$ cat src/rtl/call_frame_stack.sv
// Call/return frame stack: {return PC, caller TOS} frames in a synchronous RAM,
// with tail-call replacement, sticky error flags and a valid-tagged return value.
module call_frame_stack #(
    parameter int DATA_WIDTH = 8,
    parameter int ADDR_WIDTH = 12,
    parameter int DEPTH_LOG2 = 6
) (
    input  logic                  clk,
    input  logic                  reset,
    input  logic                  CALL_REQ,
    input  logic [ADDR_WIDTH-1:0] CALL_PC,
    input  logic [ADDR_WIDTH-1:0] CALL_TOS,
    input  logic                  RET_REQ,
    output logic                  READY,
    output logic                  RET_VALID,
    output logic [ADDR_WIDTH-1:0] RET_PC,
    output logic [ADDR_WIDTH-1:0] RET_TOS,
    input  logic                  RETVAL_WE,
    input  logic [DATA_WIDTH-1:0] RETVAL_IN,
    input  logic                  RETVAL_TAKE,
    output logic [DATA_WIDTH-1:0] RETVAL_OUT,
    output logic                  RETVAL_VALID,
    output logic [DEPTH_LOG2:0]   DEPTH,
    output logic                  FULL,
    output logic                  EMPTY,
    output logic                  OVERFLOW,
    output logic                  UNDERFLOW,
    input  logic                  ERR_CLEAR
);
    // Handshake: a request is taken on a rising edge only when READY=1 at that
    // edge; requests presented while READY=0 are dropped, never queued.

    typedef enum logic {IDLE = 1'b0, POP_RD = 1'b1} state_t;

    localparam logic [DEPTH_LOG2:0] ONE = {{DEPTH_LOG2{1'b0}}, 1'b1};
    localparam logic [DEPTH_LOG2:0] CAP = {1'b1, {DEPTH_LOG2{1'b0}}};

    state_t                    state, next_state;
    logic                      do_push, do_tail, do_pop, set_ov, set_un;
    logic [DEPTH_LOG2:0]       depth_m1;
    logic [DEPTH_LOG2-1:0]     top_addr, wr_addr;
    logic [2*ADDR_WIDTH-1:0]   mem [0:(1<<DEPTH_LOG2)-1];
    logic [2*ADDR_WIDTH-1:0]   rd_data;

    assign FULL     = (DEPTH == CAP);
    assign EMPTY    = (DEPTH == '0);
    assign depth_m1 = DEPTH - ONE;
    assign top_addr = depth_m1[DEPTH_LOG2-1:0];
    assign wr_addr  = do_tail ? top_addr : DEPTH[DEPTH_LOG2-1:0];

    always_ff @(posedge clk) begin
        if (reset) state <= IDLE;
        else       state <= next_state;
    end

    always_comb begin
        next_state = state;
        READY      = 1'b0;
        do_push    = 1'b0;
        do_tail    = 1'b0;
        do_pop     = 1'b0;
        set_ov     = 1'b0;
        set_un     = 1'b0;
        case (state)
            IDLE: begin
                READY = 1'b1;
                // A CALL+RET on an empty stack degrades to a plain CALL.
                if (CALL_REQ && RET_REQ && !EMPTY) begin
                    do_tail = 1'b1;
                end else if (CALL_REQ) begin
                    if (FULL) set_ov  = 1'b1;
                    else      do_push = 1'b1;
                end else if (RET_REQ) begin
                    if (EMPTY) begin
                        set_un = 1'b1;
                    end else begin
                        do_pop     = 1'b1;
                        next_state = POP_RD;
                    end
                end
            end
            POP_RD: next_state = IDLE;
        endcase
    end

    always_ff @(posedge clk) begin
        if (!reset && (do_push || do_tail)) mem[wr_addr] <= {CALL_PC, CALL_TOS};
        if (!reset && do_pop)               rd_data      <= mem[top_addr];
    end

    always_ff @(posedge clk) begin
        if (reset) begin
            DEPTH        <= '0;
            RET_VALID    <= 1'b0;
            RET_PC       <= '0;
            RET_TOS      <= '0;
            RETVAL_OUT   <= '0;
            RETVAL_VALID <= 1'b0;
            OVERFLOW     <= 1'b0;
            UNDERFLOW    <= 1'b0;
        end else begin
            RET_VALID <= (state == POP_RD);
            if (state == POP_RD) {RET_PC, RET_TOS} <= rd_data;
            if (do_push)     DEPTH <= DEPTH + ONE;
            else if (do_pop) DEPTH <= depth_m1;
            // A fresh error in the clearing cycle keeps its flag set.
            OVERFLOW  <= set_ov | (OVERFLOW  & ~ERR_CLEAR);
            UNDERFLOW <= set_un | (UNDERFLOW & ~ERR_CLEAR);
            if (RETVAL_WE) begin
                RETVAL_OUT   <= RETVAL_IN;
                RETVAL_VALID <= 1'b1;
            end else if (RETVAL_TAKE) begin
                RETVAL_VALID <= 1'b0;
            end
        end
    end
endmodule

$ cat config.mk
export PLATFORM = sky130hd
export DESIGN_NAME = call_frame_stack
export DESIGN_NICKNAME = d
export VERILOG_FILES = /design/src/rtl/call_frame_stack.sv
export SDC_FILE = /design/constraint.sdc
export NUM_CORES = 2
export LEC_CHECK = 0
export ABC_AREA = 1
export CAP_MARGIN = 15
export CORE_ASPECT_RATIO = 1.2
export CORE_UTILIZATION = 63
export DETAILED_ROUTE_END_ITERATION = 8
export PLACE_DENSITY = 0.8
export REMOVE_ABC_BUFFERS = 1
export SYNTH_ARGS = -nofsm -noshare
export SYNTH_HDL_FRONTEND = slang
export SYNTH_SLANG_ARGS = --single-unit
$ cat constraint.sdc
create_clock -name clk -period 5.1 [get_ports clk]
set_clock_uncertainty 0.1 [all_clocks]
set_input_delay 1.53 -clock clk [delete_from_list [all_inputs] [get_ports clk]]
set_output_delay 1.53 -clock clk [all_outputs]
set_load 0.03 [all_outputs]
==> flow_metrics.tcl <==
set metrics [dict create \
    hold_buffers 0 \
    p_leak_nw 29.1 \
    num_rows 130 \
    final_cell_mix "2123 x nand2_1, 1560 x edfxtp_1, 970 x nand3_1" \
    layout_commonest_cell "nand2_1" \
    nFillCells 6936 \
    start_util_pct 63.7 \
    dr.pass1.iters 8 \
    cp_cell_sequence "inv_8 -> ha_4 -> nand3_1 -> nor2_1 -> clkdlybuf4s50_1" \
    critical_path.slowest_cell "clkdlybuf4s50_1" \
    synth_cells 6188 \
    clock_power_share_pct 28.5 \
    run_status "complete, no violations" \
    finalSetupViolCount 0 \
    netlist_area_um2 67000 \
    dp_slack_ns 0.503 \
    fin_cells 7710 \
    tritoncts "yes" \
    synth-seq-cells 1604 \
    cts_buffer_depth 3 \
    grt_pass1_vias 44500 \
    vdd_ir_drop_max_uv 1150 \
    setup.worst_path.class "register to output pin" \
    fin_crit_sh_pct 93.0 \
    place_hpwl_um 105000 \
    vias_per_cell 6.02 \
    io_buffers 84 \
    cp_max_fo 94 \
    grtUsageTotal_pct 34.7 \
    hold_viol 0 \
    avgRoutedWirePerCell_um 24.0 \
    die_y_um 359 \
    drive_above_1_share_pct 7.62 \
    min_path_type "register to register" \
    routed_wl_um 185000 \
    dr_total_vias 46447 \
    crit_arrival_ns 3.11 \
    worstSetupEndpointType "output pin" \
    first_iter_violations 7225 \
    power.switching_mw 14.6 \
    sw_frac_of_total_pct 37.6 \
    clock_latency_ns 0.78 \
    rsz0062_at_grt "false" \
    grt_max_degree 223 \
    htreeDepth 4 \
    slowest_delay_ns 0.73 \
    post_cts_buffers 0 \
    slew_headroom_pct 20.8 \
    die_x_um 300 \
    powerDensity_nw_per_um2 522 \
    yosysUniqueCellTypes 31 \
    cts_resized 0 \
    fin_util_pct 70.9 \
    cts_buffers 147 \
    design.die.area_um2 108000 \
    pin_count 85 \
    setup_slack_ns 0.356 \
    cap_violations 0 \
    grt_pass1_wl_um 273000 \
    coreArea_um2 105000 \
    slew_viol_final 0 \
    avgSynthCellArea_um2 10.8 \
    cp-start-kind "register" \
    worst_pin_slew_ns 1.19 \
    period_needed_ns 4.74 \
    hold_slack_ns 0.365 \
    path_clk_slew_ns 0.06 \
    antenna_found_initial 4 \
    power.share.combinational_pct 32.9 \
    fmax_mhz 211 \
    dpl_cell_area_um2 69700 \
    final_area_um2 74500 \
    required_ns 3.47 \
    fin_tns_setup_ns 0 \
    seq_area_frac_synth_pct 71.3 \
    drtAntennaViolNets 0 \
    fin_nets 6247 \
    overflow 0 \
    cts_sinks 1604 \
    pwr-share-seq_pct 38.5 \
    place.gp.congestion 0.996 \
    remaining_drc_errors 0 \
    placedCellCount 7443 \
    syn_to_final_growth_pct 11.2 \
    total_power_mw 38.9 \
    cts_root_buffer "clkbuf_16" \
    ys_warn_count 0 \
    p_int_mw 24.3 \
    antennaDiodeCount 0 \
]
-- critical path, delay by kind of cell (launching register included) --
family | cells | cell delay [ns]
buffers and inverters | 2 | 1.13
and+or+nand+nor | 2 | 0.53
DFF | 1 | 0.36
adders and majority gates | 1 | 0.28
-- cell usage after synthesis, drive strengths merged --
cell	count	area share, %
edfxtp	1560	70
dfxtp	44	1.3
nor3	1	0.0075
nand4	3	0.028
nor2	354	2.0
o211ai	43	0.48
nand2	2136	12
xnor2	1	0.013
clkbuf	201	1.1
buf	147	1.0
clkinv	2	0.011
xor2	11	0.19
a21oi	10	0.092
nand3	985	7.5
o21ai	147	1.1
inv	541	3.0
ha	2	0.037
-- flip-flops by register name (all words and copies together) (netlist names) --
name          flops
OVERFLOW          1
RET_VALID         1
RETVAL_OUT        8
state             1
rd_data          24
RET_PC           12
RETVAL_VALID      1
mem            1536
DEPTH             7
RET_TOS          12
UNDERFLOW         1
-- power groups by stage --
| stage | clock [mW] | combinational (mW) | sequential [mW] |
|---|---|---|---|
| after floorplan | 0 | 6.85 | 15.4 |
| after global placement | 0 | 12.0 | 15.2 |
| after detailed placement | 0 | 12.2 | 15.2 |
| after CTS | 11.1 | 12.3 | 15.0 |
| after global routing | 11.6 | 13.4 | 15.0 |
| final | 11.1 | 12.8 | 15.0 |
-- layout make-up --
type | count | area [um^2] | area share [%]
repair buffers | 217 | 2170 | 2.92
flip-flops and latches | 1604 | 47700 | 64.1
multi-input cells | 3693 | 16000 | 21.5
inverters | 543 | 2050 | 2.76
clock buffers | 187 | 3970 | 5.32
well taps | 1386 | 1730 | 2.33
clock inverters | 80 | 853 | 1.15
-- final timing paths --
path | startpoint | endpoint | slack, ns | cells past startpoint
worst max register to register | DEPTH[0]$_SDFFE_PP0P_ | rd_data[19]$_DFFE_PP_ | 1.21 | 10
worst min register to register | RETVAL_VALID$_SDFFE_PP0P_ | RETVAL_VALID$_SDFFE_PP0P_ | 0.36 | 2
worst min-delay path | RETVAL_VALID$_SDFFE_PP0P_ | RETVAL_VALID$_SDFFE_PP0P_ | 0.36 | 2
worst max-delay path | DEPTH[0]$_SDFFE_PP0P_ | EMPTY | 0.36 | 5
-- metal layers --
layer / share of wire, % / GRT usage [%]
met1: 34 / 45.2
met2: 46 / 52.6
met3: 12 / 7.31
met4: 7.9 / 23.8
met5: 0.0070 / 0
-- kinds of logic after synthesis --
family / Yosys count / synth area share (%)
buffers and inverters: 891 / 5.22
and+or+nand+nor: 3479 / 21.6
adders and majority gates: 2 / 0.0374
AOI/OAI and AO/OA: 200 / 1.70
xor gates and xnor gates: 12 / 0.202
DFF: 1604 / 71.3
Power figures use the tool's default switching activity.
